<file path="config.mk">
export PLATFORM = sky130hd
export DESIGN_NAME = uart_rx_monitor
export DESIGN_NICKNAME = d
export VERILOG_FILES = /design/src/rtl/uart_rx_monitor.sv
export SDC_FILE = /design/constraint.sdc
export NUM_CORES = 1
export LEC_CHECK = 0
export CORE_ASPECT_RATIO = 1.1
export CORE_MARGIN = 4
export CORE_UTILIZATION = 55
export CTS_CLUSTER_DIAMETER = 50
export DETAILED_ROUTE_END_ITERATION = 6
export DONT_BUFFER_PORTS = 1
export MAX_ROUTING_LAYER = met4
export PLACE_DENSITY = 0.75
export SYNTH_ARGS = -nofsm -noshare
export SYNTH_HDL_FRONTEND = slang
export SYNTH_SLANG_ARGS = --single-unit
</file>
<file path="constraint.sdc">
create_clock -name clk -period 2.94 [get_ports clk]
set_input_delay 0.294 -clock clk [delete_from_list [all_inputs] [get_ports clk]]
set_output_delay 0.294 -clock clk [all_outputs]
set_load 0.1 [all_outputs]
</file>
<file path="src/rtl/uart_rx_monitor.sv">
// uart_rx_monitor: 8N1 serial receiver with a small receive FIFO and sticky error flags.
// Optional macro UART_RX_PARITY_EN switches the frame to 8E1 and adds the parity_err output.
module uart_rx_monitor #(
    parameter int unsigned CLKS_PER_BIT = 1736,
    parameter int unsigned FIFO_DEPTH   = 4
) (
    input  logic                          clk,
    input  logic                          reset_n,
    input  logic                          rxd,
    output logic [7:0]                    rx_data,
    output logic                          rx_valid,
    input  logic                          rx_ready,
    output logic [$clog2(FIFO_DEPTH):0]   fifo_level,
    output logic                          busy,
    output logic                          frame_err,
    output logic                          overrun,
`ifdef UART_RX_PARITY_EN
    output logic                          parity_err,
`endif
    input  logic                          clr_status
);

    localparam int unsigned CNT_W = $clog2(CLKS_PER_BIT);
    localparam int unsigned PTR_W = $clog2(FIFO_DEPTH);
    localparam int unsigned LVL_W = PTR_W + 1;
    localparam logic [CNT_W-1:0] HALF_CNT  = CNT_W'(CLKS_PER_BIT / 2);
    localparam logic [CNT_W-1:0] LAST_CNT  = CNT_W'(CLKS_PER_BIT - 1);
    localparam logic [LVL_W-1:0] DEPTH_LVL = LVL_W'(FIFO_DEPTH);

    typedef enum logic [2:0] {
        ST_IDLE,
        ST_START,
        ST_DATA,
        ST_PARITY,
        ST_STOP,
        ST_BREAK
    } state_e;

    // synchronizer and edge detect
    logic rxd_meta_q, rxd_meta_d;
    logic rxd_s_q, rxd_s_d;
    logic rxd_prev_q, rxd_prev_d;
    logic fall_c;

    // receiver
    state_e           state_q, state_d;
    logic [CNT_W-1:0] cnt_q, cnt_d;
    logic [2:0]       bit_idx_q, bit_idx_d;
    logic [7:0]       shift_q, shift_d;
    logic             push_q, push_d;
    logic             busy_q, busy_d;
    logic             frame_set_c;
    logic             parity_set_c;

    // fifo
    logic [7:0]       mem_q [FIFO_DEPTH];
    logic [7:0]       mem_d [FIFO_DEPTH];
    logic [PTR_W-1:0] wr_ptr_q, wr_ptr_d;
    logic [PTR_W-1:0] rd_ptr_q, rd_ptr_d;
    logic [LVL_W-1:0] level_q, level_d;
    logic [7:0]       rx_data_q, rx_data_d;
    logic             rx_valid_q, rx_valid_d;
    logic             do_push_c, do_pop_c, full_c, ovr_set_c;

    // sticky status
    logic frame_err_q, frame_err_d;
    logic overrun_q, overrun_d;
    logic parity_err_q, parity_err_d;

    // Synchronizer chain; the previous synchronized sample feeds the falling-edge detector.
    always_comb begin
        rxd_meta_d = rxd;
        rxd_s_d    = rxd_meta_q;
        rxd_prev_d = rxd_s_q;
        fall_c     = ~rxd_s_q & rxd_prev_q;
    end

    // Receiver next-state: bit timing, sampling and push request.
    always_comb begin
        state_d      = state_q;
        cnt_d        = cnt_q;
        bit_idx_d    = bit_idx_q;
        shift_d      = shift_q;
        push_d       = 1'b0;
        frame_set_c  = 1'b0;
        parity_set_c = 1'b0;
        case (state_q)
            ST_IDLE: begin
                if (fall_c) begin
                    cnt_d   = '0;
                    state_d = ST_START;
                end
            end
            ST_START: begin
                if (cnt_q == HALF_CNT) begin
                    if (rxd_s_q) begin
                        state_d = ST_IDLE;
                    end else begin
                        cnt_d     = '0;
                        bit_idx_d = '0;
                        state_d   = ST_DATA;
                    end
                end else begin
                    cnt_d = CNT_W'(cnt_q + 1'b1);
                end
            end
            ST_DATA: begin
                if (cnt_q == LAST_CNT) begin
                    cnt_d            = '0;
                    shift_d[bit_idx_q] = rxd_s_q;
                    if (bit_idx_q == 3'd7) begin
`ifdef UART_RX_PARITY_EN
                        state_d = ST_PARITY;
`else
                        state_d = ST_STOP;
`endif
                    end else begin
                        bit_idx_d = 3'(bit_idx_q + 1'b1);
                    end
                end else begin
                    cnt_d = CNT_W'(cnt_q + 1'b1);
                end
            end
`ifdef UART_RX_PARITY_EN
            ST_PARITY: begin
                if (cnt_q == LAST_CNT) begin
                    cnt_d        = '0;
                    parity_set_c = (^shift_q) ^ rxd_s_q;
                    state_d      = ST_STOP;
                end else begin
                    cnt_d = CNT_W'(cnt_q + 1'b1);
                end
            end
`endif
            ST_STOP: begin
                if (cnt_q == LAST_CNT) begin
                    cnt_d = '0;
                    if (rxd_s_q) begin
                        push_d  = 1'b1;
                        state_d = ST_IDLE;
                    end else begin
                        frame_set_c = 1'b1;
                        state_d     = ST_BREAK;
                    end
                end else begin
                    cnt_d = CNT_W'(cnt_q + 1'b1);
                end
            end
            ST_BREAK: begin
                if (rxd_s_q) begin
                    state_d = ST_IDLE;
                end
            end
            default: begin
                state_d = ST_IDLE;
            end
        endcase
        busy_d = (state_d != ST_IDLE);
    end

    // FIFO: push one cycle after the stop sample, pop on valid & ready, registered head.
    always_comb begin
        full_c    = (level_q == DEPTH_LVL);
        do_pop_c  = rx_valid_q & rx_ready;
        do_push_c = push_q & (~full_c | do_pop_c);
        ovr_set_c = push_q & full_c & ~do_pop_c;
        mem_d     = mem_q;
        wr_ptr_d  = wr_ptr_q;
        rd_ptr_d  = rd_ptr_q;
        level_d   = level_q;
        if (do_push_c) begin
            mem_d[wr_ptr_q] = shift_q;
            wr_ptr_d        = PTR_W'(wr_ptr_q + 1'b1);
        end
        if (do_pop_c) begin
            rd_ptr_d = PTR_W'(rd_ptr_q + 1'b1);
        end
        case ({do_push_c, do_pop_c})
            2'b10:   level_d = LVL_W'(level_q + 1'b1);
            2'b01:   level_d = LVL_W'(level_q - 1'b1);
            default: level_d = level_q;
        endcase
        rx_valid_d = (level_d != '0);
        rx_data_d  = rx_valid_d ? mem_d[rd_ptr_d] : rx_data_q;
    end

    // Sticky flags: clear first, a coincident error event wins.
    always_comb begin
        frame_err_d  = (frame_err_q & ~clr_status) | frame_set_c;
        overrun_d    = (overrun_q & ~clr_status) | ovr_set_c;
        parity_err_d = (parity_err_q & ~clr_status) | parity_set_c;
    end

    // State registers.
    always_ff @(posedge clk or negedge reset_n) begin
        if (!reset_n) begin
            rxd_meta_q   <= 1'b1;
            rxd_s_q      <= 1'b1;
            rxd_prev_q   <= 1'b1;
            state_q      <= ST_IDLE;
            cnt_q        <= '0;
            bit_idx_q    <= '0;
            shift_q      <= '0;
            push_q       <= 1'b0;
            busy_q       <= 1'b0;
            for (int i = 0; i < int'(FIFO_DEPTH); i++) begin
                mem_q[i] <= '0;
            end
            wr_ptr_q     <= '0;
            rd_ptr_q     <= '0;
            level_q      <= '0;
            rx_data_q    <= 8'h00;
            rx_valid_q   <= 1'b0;
            frame_err_q  <= 1'b0;
            overrun_q    <= 1'b0;
            parity_err_q <= 1'b0;
        end else begin
            rxd_meta_q   <= rxd_meta_d;
            rxd_s_q      <= rxd_s_d;
            rxd_prev_q   <= rxd_prev_d;
            state_q      <= state_d;
            cnt_q        <= cnt_d;
            bit_idx_q    <= bit_idx_d;
            shift_q      <= shift_d;
            push_q       <= push_d;
            busy_q       <= busy_d;
            mem_q        <= mem_d;
            wr_ptr_q     <= wr_ptr_d;
            rd_ptr_q     <= rd_ptr_d;
            level_q      <= level_d;
            rx_data_q    <= rx_data_d;
            rx_valid_q   <= rx_valid_d;
            frame_err_q  <= frame_err_d;
            overrun_q    <= overrun_d;
            parity_err_q <= parity_err_d;
        end
    end

    assign rx_data    = rx_data_q;
    assign rx_valid   = rx_valid_q;
    assign fifo_level = level_q;
    assign busy       = busy_q;
    assign frame_err  = frame_err_q;
    assign overrun    = overrun_q;
`ifdef UART_RX_PARITY_EN
    assign parity_err = parity_err_q;
`else
    logic unused_parity_c;
    assign unused_parity_c = parity_err_q;
`endif

endmodule

</file>
# After elaboration in Yosys (flattened, before gate mapping)

Cells that the tools add are included.

Bits in registers: 80
Input bits: 5
Word-level logic and storage cells: 111

Reductions and logical operators: 11
$lt $le $gt $ge: 5
Equal/unequal tests: 16
Bitwise logic cells: 16
Multiplexer cells: 37
Add/subtract/negate cells: 6

Operators by type and width:

| kind                  | count |
|---|---|
| $mux 11               | 4 |
| $mux 3                | 11 |
| $pmux 11 s3           | 1 |
| $bwmux 32             | 1 |
| $mux 32               | 1 |
| $mux 8                | 3 |
| $bmux 8 s2            | 1 |
| $demux 8 s2           | 1 |
| $pmux 3 s5            | 1 |
| $eq 3x3->1 const B    | 4 |
| $pmux 3 s2            | 2 |
| $add 11x1->11 const B | 1 |
| $eq 11x10->1 const B  | 1 |
| $eq 11x11->1 const B  | 1 |
| $ne 2x2->1 const B    | 5 |
| $reduce_bool 3->1     | 3 |
| $bwmux 8              | 1 |
| $and 1x1->1           | 7 |
| $mux 1                | 7 |
| $add 3x1->3 const B   | 2 |
| $ge 3x3->1 const B    | 2 |
| $not 2->3             | 2 |
| $reduce_and 5->1      | 1 |
| $add 2x1->2 const B   | 2 |
| other kinds (19)      | 26 |

# Depth between registers and ports, before layout

Gate-level depths: netlist of the first run.

Depth in word-level cells: 10
Mapped depth: 13
Depth with buffers taken out: 11

# Worst setup path before layout of the first run

Ideal clock, no wire load.

Kind: register to register
Start: reg level_q[2] (netlist: fifo_level[2])
End: reg rx_data_q[6] (netlist: rx_data[6])
Data required time: 2858 ps
Path slack: -527 ps
Data arrival time: 3385 ps
Stages on the path, launching flop included: 14
Path through: dfrtp_1 > nor3b_4 > a21boi_2 > inv_1 > ha_1 > inv_1 > fa_1 > xor2_1 > or3_1 > nand4bb_1 > buf_2 > clkbuf_1 > nor2_1 > a31oi_1

RTL lines:

| item                                            | line | RTL |
|---|---|---|
| from (decl)                                     | 60   | `logic [LVL_W-1:0] level_q, level_d;` |
| from (signal assigned)                          | 230  | `level_q <= level_d;` |
| $eq 3x3->1                                      | 163  | `full_c = (level_q == DEPTH_LVL);` |
| $not 1->1                                       | 165  | `do_push_c = push_q & (~full_c \| do_pop_c);` |
| $or 1x1->1                                      | 165  |  |
| $and 1x1->1                                     | 165  |  |
| $eq 2x1->1 / $eq 2x2->1 (equally long branches) | 178  | `case ({do_push_c, do_pop_c})` |
| $pmux 3 s2 *                                    | 178  |  |
| $reduce_bool 3->1 *                             | 183  | `rx_valid_d = (level_d != '0);` |
| via rx_valid_d                                  | 62   | `logic rx_valid_q, rx_valid_d;` |
| to (signal assigned)                            | 231  | `rx_data_q <= rx_data_d;` |
| to (decl)                                       | 61   | `logic [7:0] rx_data_q, rx_data_d;` |

The timed path passes the listed nets; every way through them passes the cells marked *. The select of a mux whose other input is x is not followed.
A chain may end at the register's enable or synchronous reset.

# Worst setup path after layout of the first run

Start: reg level_q[1] (netlist: fifo_level[1])
End: reg rx_data_q[3] (netlist: rx_data[3])

Longest elaborated chain between the ends: 8

Ends and longest elaborated chain:

| item                                      | line | RTL |
|---|---|---|
| $eq 3x3->1                                | 163  |  |
| $not 1->1                                 | 165  |  |
| $or 1x1->1                                | 165  |  |
| $and 1x1->1                               | 165  |  |
| $mux 32                                   | 171  | `if (do_push_c) begin` |
| $bmux 8 s2                                | 184  | `rx_data_d = rx_valid_d ? mem_d[rd_ptr_d] : rx_data_q;` |
| $mux 8 (implied by the code) (2 in a row) | 184  |  |

Parallel ways exist; a longest one is shown, timed or not. The select of a mux whose other input is x is not followed.

==> flow_metrics.tcl, run 1 <==
set metrics [dict create \
    end_kind "flop" \
    worst_slew_margin_rel 0.3928 \
    crit_required_ns 3.22 \
    ys_seq_elements 80 \
    die_area_mm2 0.008947 \
    vias 2872 \
    cp_common_cell "inv_1" \
    num_rows 32 \
    cts_tree "built" \
    antenna_left 0 \
    status "finished, final reports clean" \
    max_stage_delay_ns 0.49 \
    path_cells "nor3b_4, a21boi_2, inv_1, ha_1, inv_1, fa_1, xor2_1, or3_1, nand4bb_1, buf_4, nor2_1, a31oi_1" \
    period_share 0.9260 \
    tightest_slew_ns 0.9108 \
    synth_fa_ha_area_frac 0.03217 \
    yosys.area.top_type "dfrtp_1" \
    cts.sinks 80 \
    dp_hpwl_mm 5.453 \
    netlist_instances 367 \
    coreArea_mm2 0.007167 \
    clk_latency_ns 0.36 \
    final_hold_viol_count 0 \
    clockRootBuffer "clkbuf_8" \
    synth-main-ff-cell "dfrtp_1" \
    dp.cells 443 \
    maxCapViolations 0 \
    max_freq_ghz 0.3673 \
    syn_nets 382 \
    drt-pass1-iter-count 4 \
    p_leak_nw 2.057 \
    ys_top_cells_by_count "dfrtp_1, mux2_2, or3_1" \
    gp_congestion 0.8020 \
    synthMuxAreaShare 0.1238 \
    slew_violations 0 \
    design_area_mm2 0.004514 \
    wl_mm 8.048 \
    syn2layout_area_growth_pct 9.499 \
    layout.cells.non_filler 462 \
    io_buffer_count 0 \
    globalRouteOverflowTotal 0 \
    synth.avg_cell_area_um2 11.23 \
    reg2reg_slack_ns 0.22 \
    p_per_area_mw_per_mm2 857.1 \
    finalCriticalPeriod_ns 2.723 \
    via_per_inst 6.216 \
    synth_async_sr_flop_share 1.000 \
    yosys.area_share.simple 0.1797 \
    cp_slowest_cell "dfrtp_4" \
    ctsHtreeMaxLevel 3 \
    num_io_pins 20 \
    cts_resized 0 \
    drt_iter0_drc 157 \
    grtUsageTotal 0.1958 \
    vdd_drop_max_uv 399.9 \
    wl_per_cell_um 17.42 \
    yosysMostFrequentCell "dfrtp_1" \
    placed_area_mm2 0.004224 \
    grt_start_max_net_pins 81 \
    rsz0062_at_grt "false" \
    grt_pass1_wl_mm 13.84 \
    grt_pass1_vias 2892 \
    cp_num_buf_inv 3 \
    synthXorXnorAreaFrac 0.01275 \
    clkTransAtPathRegs_ns 0.08 \
    fin_setup_tns_ns 0 \
    die_y_um 98.81 \
    ys_seq_area_frac 0.4865 \
    antennaDiodeCount 0 \
    synth_top_area_share 0.4674 \
    initial_core_util 0.5752 \
    synthTopCellsByArea "dfrtp_1, mux2_2, or3_1" \
    synth-compound-area-share 0.1290 \
    die_x_um 90.55 \
    finClkSkew_ns 0.01169 \
    clk_path_buf_depth 2 \
    synth-edff-count 0 \
    finalSetupViolations 0 \
    hold_class "input port to flop" \
    synth_top_family_by_area "simple AND/OR/NAND/NOR gates" \
    drive_gt1_frac 0.2387 \
    startpoint_type "flop" \
    path_max_fanout 17 \
    netlist_area_mm2 0.004123 \
    arrival_ns 3.00 \
    antenna_found_initial 0 \
    ys_warn_count 0 \
    synth.distinct_cells 60 \
    nets 387 \
    criticalPathCategory "flop to flop" \
    cts_inserted_buffers 9 \
    path_delay_family "simple AND/OR/NAND/NOR gates" \
    drc 0 \
]
area by class of cell:
| class | instances | area, µm² |
|---|---|---|
| repair buffers | 12 | 115.1 |
| multi-input cells | 252 | 1968 |
| fillers | 576 | 2653 |
| clock buffers | 10 | 127.6 |
| flip-flops and latches | 80 | 2018 |
| clock inverters | 6 | 115.1 |
| well taps | 85 | 106.4 |
| inverters | 17 | 63.81 |
worst register-to-register path: cells and delay by family (launching register included):
kind                       cells  cell delay (ns)
and+or+nand+nor                4             0.75
adders and majority gates      2             0.57
DFF                            1             0.49
buffers and inverters          3             0.38
AOI/OAI and AO/OA              2             0.30
xor gates and xnor gates       1             0.16
sequential cells by signal (all words and copies together), names as in the netlist:
name,count
cnt_q,11
rx_valid,1
shift_q,8
rd_ptr_q,2
frame_err,1
fifo_level,3
bit_idx_q,3
busy,1
state_q,3
wr_ptr_q,2
rxd_prev_q,1
push_q,1
overrun,1
rxd_prev_d,1
rxd_meta_q,1
rx_data,8
mem_q,32
layout by cell type (no fill, tap or decap), types with 3 or more instances in the layout:
master,n
buf_4,9
dfrtp_4,3
xor2_1,3
clkbuf_8,9
a21o_1,5
o2111ai_1,16
inv_1,16
a21bo_2,3
a31oi_1,10
nand3b_1,3
nor2_1,16
mux2i_1,6
nand2_1,21
dfstp_2,3
a22o_1,5
mux2_2,39
xnor2_1,3
nand2b_1,4
nand3_1,10
a21oi_2,4
a21oi_1,6
o21ai_0,11
bufinv_16,3
ha_1,9
nand4_1,3
or3_1,35
and3_1,3
dfrtp_1,73
per-stage QoR:
stage                     hold slack, ns  worst slack (ns)  power [mW]  utilization
after floorplan                -0.001591           0.02336       2.634            -
after global placement         0.0008827            0.3810       2.838       0.5894
after detailed placement        0.001092            0.1925       2.887       0.5894
after CTS                        0.01773            0.1646       3.902       0.6299
after global routing             0.02668           0.03177       4.062       0.6299
final                            0.03211            0.2175       3.869       0.6299
cells by family (layout without fill, tap and decap cells):
family | after synthesis | after routing
mux | 46 | 46
compound gates | 71 | 71
simple gates | 119 | 119
buf+inv | 35 | 45
xor+xnor | 6 | 6
fa+ha+maj | 10 | 10
flops | 80 | 80
where the power goes:
group	switching, mW	leakage, nW	internal, mW
clock network	0.414	0.117	0.570
registers	0.500	1.05	1.25
logic	0.701	0.887	0.437
layer usage:
layer | wire (µm) | track usage | up-vias
met5 | 0 | - | -
met4 | 182 | 0.08363 | 0
met3 | 251 | 0.03053 | 19
met2 | 3934 | 0.3160 | 60
met1 | 3680 | 0.2464 | 1431
li1 | - | - | 1362
worst paths after layout:
check                               from    endpoint  cells after the start
min in group asynchronous        reset_n   mem_q[29]                      2
setup reg to reg           fifo_level[1]  rx_data[3]                     12
hold / removal                clr_status   frame_err                      1
hold reg to reg               rxd_meta_q  rxd_prev_d                      0
setup / recovery           fifo_level[1]  rx_data[3]                     12
max in group asynchronous        reset_n  rxd_prev_d                      2
timing repair:
item | in CTS | in global routing
hold endpoints to repair | 81 | 0
hold buffers | 3 | 0
setup buffers | 0 | 0
No activity file was read; power rests on OpenSTA's default activity.
==> inputs of run 2 (changes only) <==
==> constraint.sdc (replaced) <==
create_clock -name clk -period 2.3 [get_ports clk]
set_input_delay 0.23 -clock clk [delete_from_list [all_inputs] [get_ports clk]]
set_output_delay 0.23 -clock clk [all_outputs]
set_load 0.1 [all_outputs]
==> run 2 against run 1 <==
The flow now finishes with violations (negative setup slack). Utilization up 2.3 points. First-iteration DRC count down 8.3%. Critical endpoint is now rx_data[0]. Clock-buffer cell count grew 1. Flip-flop and latch count is the same. Non-clock buffer count grew 21. Worst hold slack improved by 0.23 ns. Total power is 28% higher. Final cell count grew 4.5%. Highest routed layer unchanged. Die area stayed put. Setup slack worse by 0.38 ns. Wire length is 1.2% higher. Sequential power barely moved.
==> flow_metrics.tcl, run 2 (synthesis gave the netlist of run 1 again) <==
set metrics [dict create \
    cts_inserted_buffers 9 \
    die_area_mm2 0.008947 \
    clockRootBuffer "clkbuf_8" \
    hold_ws_ns 0.2650 \
    num_io_pins 20 \
    path_cells "nor3b_4, a21boi_2, inv_1, ha_2, inv_2, fa_2, xor2_1, or3_4, nand4bb_4, buf_12, nor2_1, a31oi_1" \
    initial_core_util 0.5752 \
    antenna_left 0 \
    worst_slack_ns -0.1635 \
    final_common_cell "dfrtp_1" \
    p_per_area_mw_per_mm2 1062 \
    finalCriticalPeriod_ns 2.464 \
    grtUsageTotal 0.1962 \
    violations "negative setup slack" \
    worst_slew_margin_rel 0.4180 \
    wl_per_cell_um 16.86 \
    criticalPathCategory "flop to flop" \
    power_mw 4.969 \
    drive_gt1_frac 0.2864 \
    grt_start_max_net_pins 81 \
    vias 2931 \
    final_hold_viol_count 0 \
    maxCapViolations 0 \
    via_per_inst 6.068 \
    coreArea_mm2 0.007167 \
    dp_hpwl_mm 5.544 \
    end_kind "flop" \
    antennaDiodeCount 0 \
    max_freq_ghz 0.4059 \
    reg_top3 "mem_q x32, cnt_q x11" \
    finClkSkew_ns 0.01011 \
    startpoint_type "flop" \
    vdd_drop_max_uv 506.0 \
    top_register "mem_q" \
    globalRouteOverflowTotal 0 \
    grt_pass1_vias 2954 \
    layout.cells.non_filler 483 \
    drc 0 \
    slew_violations 0 \
    seq_area_mm2 0.002018 \
    drt_iter0_drc 144 \
    tightest_slew_ns 0.8736 \
    finalSetupViolations 9 \
    fin_util 0.6526 \
    io_buffer_count 0 \
    die_y_um 98.81 \
    top_layer "met4" \
    drt-pass1-iter-count 4 \
    rsz0062_at_grt "true" \
    antenna_found_initial 0 \
    max_stage_delay_ns 0.49 \
    period_share 1.071 \
    cp_num_buf_inv 3 \
    arrival_ns 2.73 \
    ctsHtreeMaxLevel 3 \
    final_cell_mix "dfrtp_1, mux2_2, or3_1" \
    wl_met2_mm 4.024 \
    crit_required_ns 2.56 \
    wl_met1_mm 3.734 \
    wl_mm 8.145 \
    die_x_um 90.55 \
    syn2layout_area_growth_pct 13.44 \
    hold_class "input port to flop" \
    clkTransAtPathRegs_ns 0.08 \
    gp_congestion 0.8159 \
    status "finished, violations left" \
    cts_tree "built" \
    clk_path_buf_depth 2 \
    nets 408 \
    cts.sinks 80 \
    wl_met3_um 269 \
    path_max_fanout 9 \
    dp.cells 462 \
    grt_pass1_wl_mm 13.90 \
    multiInputGateArea_mm2 0.001994 \
    n_fill_cell 564 \
    clk_latency_ns 0.35 \
    largest_reg_flops 32 \
    path_delay_family "simple AND/OR/NAND/NOR gates" \
    p_leak_nw 2.149 \
    num_rows 32 \
    cp_slowest_cell "dfrtp_4" \
]
[run 2: cell count changes in the layout (fill, tap and decap cells not counted), moves of 2 or more]
cell / previous run / this run
bufinv_16: 3 / 1
buf_4: 9 / 27
clkinvlp_4: 1 / 3
inv_6: 2 / 0
[run 2: worst paths after layout]
kind / startpoint / end / slack, ns / depth (start not counted)
min in group asynchronous: reset_n / mem_q[21] / 0.44 / 2
min reg2reg: rxd_meta_q / rxd_prev_d / 0.36 / 0
max: fifo_level[1] / rx_data[0] / -0.16 / 12
min: rx_ready / rd_ptr_q[1] / 0.26 / 3
max in group asynchronous: reset_n / rxd_prev_d / 1.50 / 2
max reg2reg: fifo_level[1] / rx_data[0] / -0.16 / 12
[run 2: routing by layer]
metal | vias to the layer above | GRT usage
li1 | 1410 | -
met1 | 1454 | 0.2383
met2 | 56 | 0.3269
met3 | 11 | 0.04351
met4 | 0 | 0.06243
met5 | - | -
[run 2: layout make-up]
class,instances,area share
Clock buffer,11,0.02809
Tap cell,85,0.02274
Clock inverter,5,0.01231
Multi-Input combinational cell,252,0.4264
Sequential cell,80,0.4315
Timing Repair Buffer,33,0.06528
Inverter,17,0.01364
[run 2: through the flow]
step | cell area (µm²) | setup WS [ns] | setup TNS [ns]
2_1_floorplan | 4153 | -0.5692 | -4.441
3_3_place_gp | 4384 | -0.07593 | -0.5921
3_5_place_dp | 4384 | -0.1373 | -0.9968
4_1_cts | 4631 | -0.1641 | -1.159
5_1_grt | 4677 | -0.2754 | -2.123
6_report | 4677 | -0.1635 | -1.153
[run 2: repair_timing]
action | CTS | global route
hold endpoints to repair | 83 | 0
setup endpoints to repair | 8 | 9
gates cloned | 0 | 1
gates resized for setup | 0 | 4
hold buffers | 4 | 0
setup buffers | 0 | 0
[run 2: worst min-delay path, stage by stage]
cell and delay [ns]:
nand3_1 0.07, xor2_1 0.08, clkinv_1 0.17
[run 2: where the power goes]
part	internal, mW	total (mW)	switching [mW]
sequential	1.61	1.77	0.167
combinational	0.770	2.20	1.43
clock	0.500	0.998	0.498
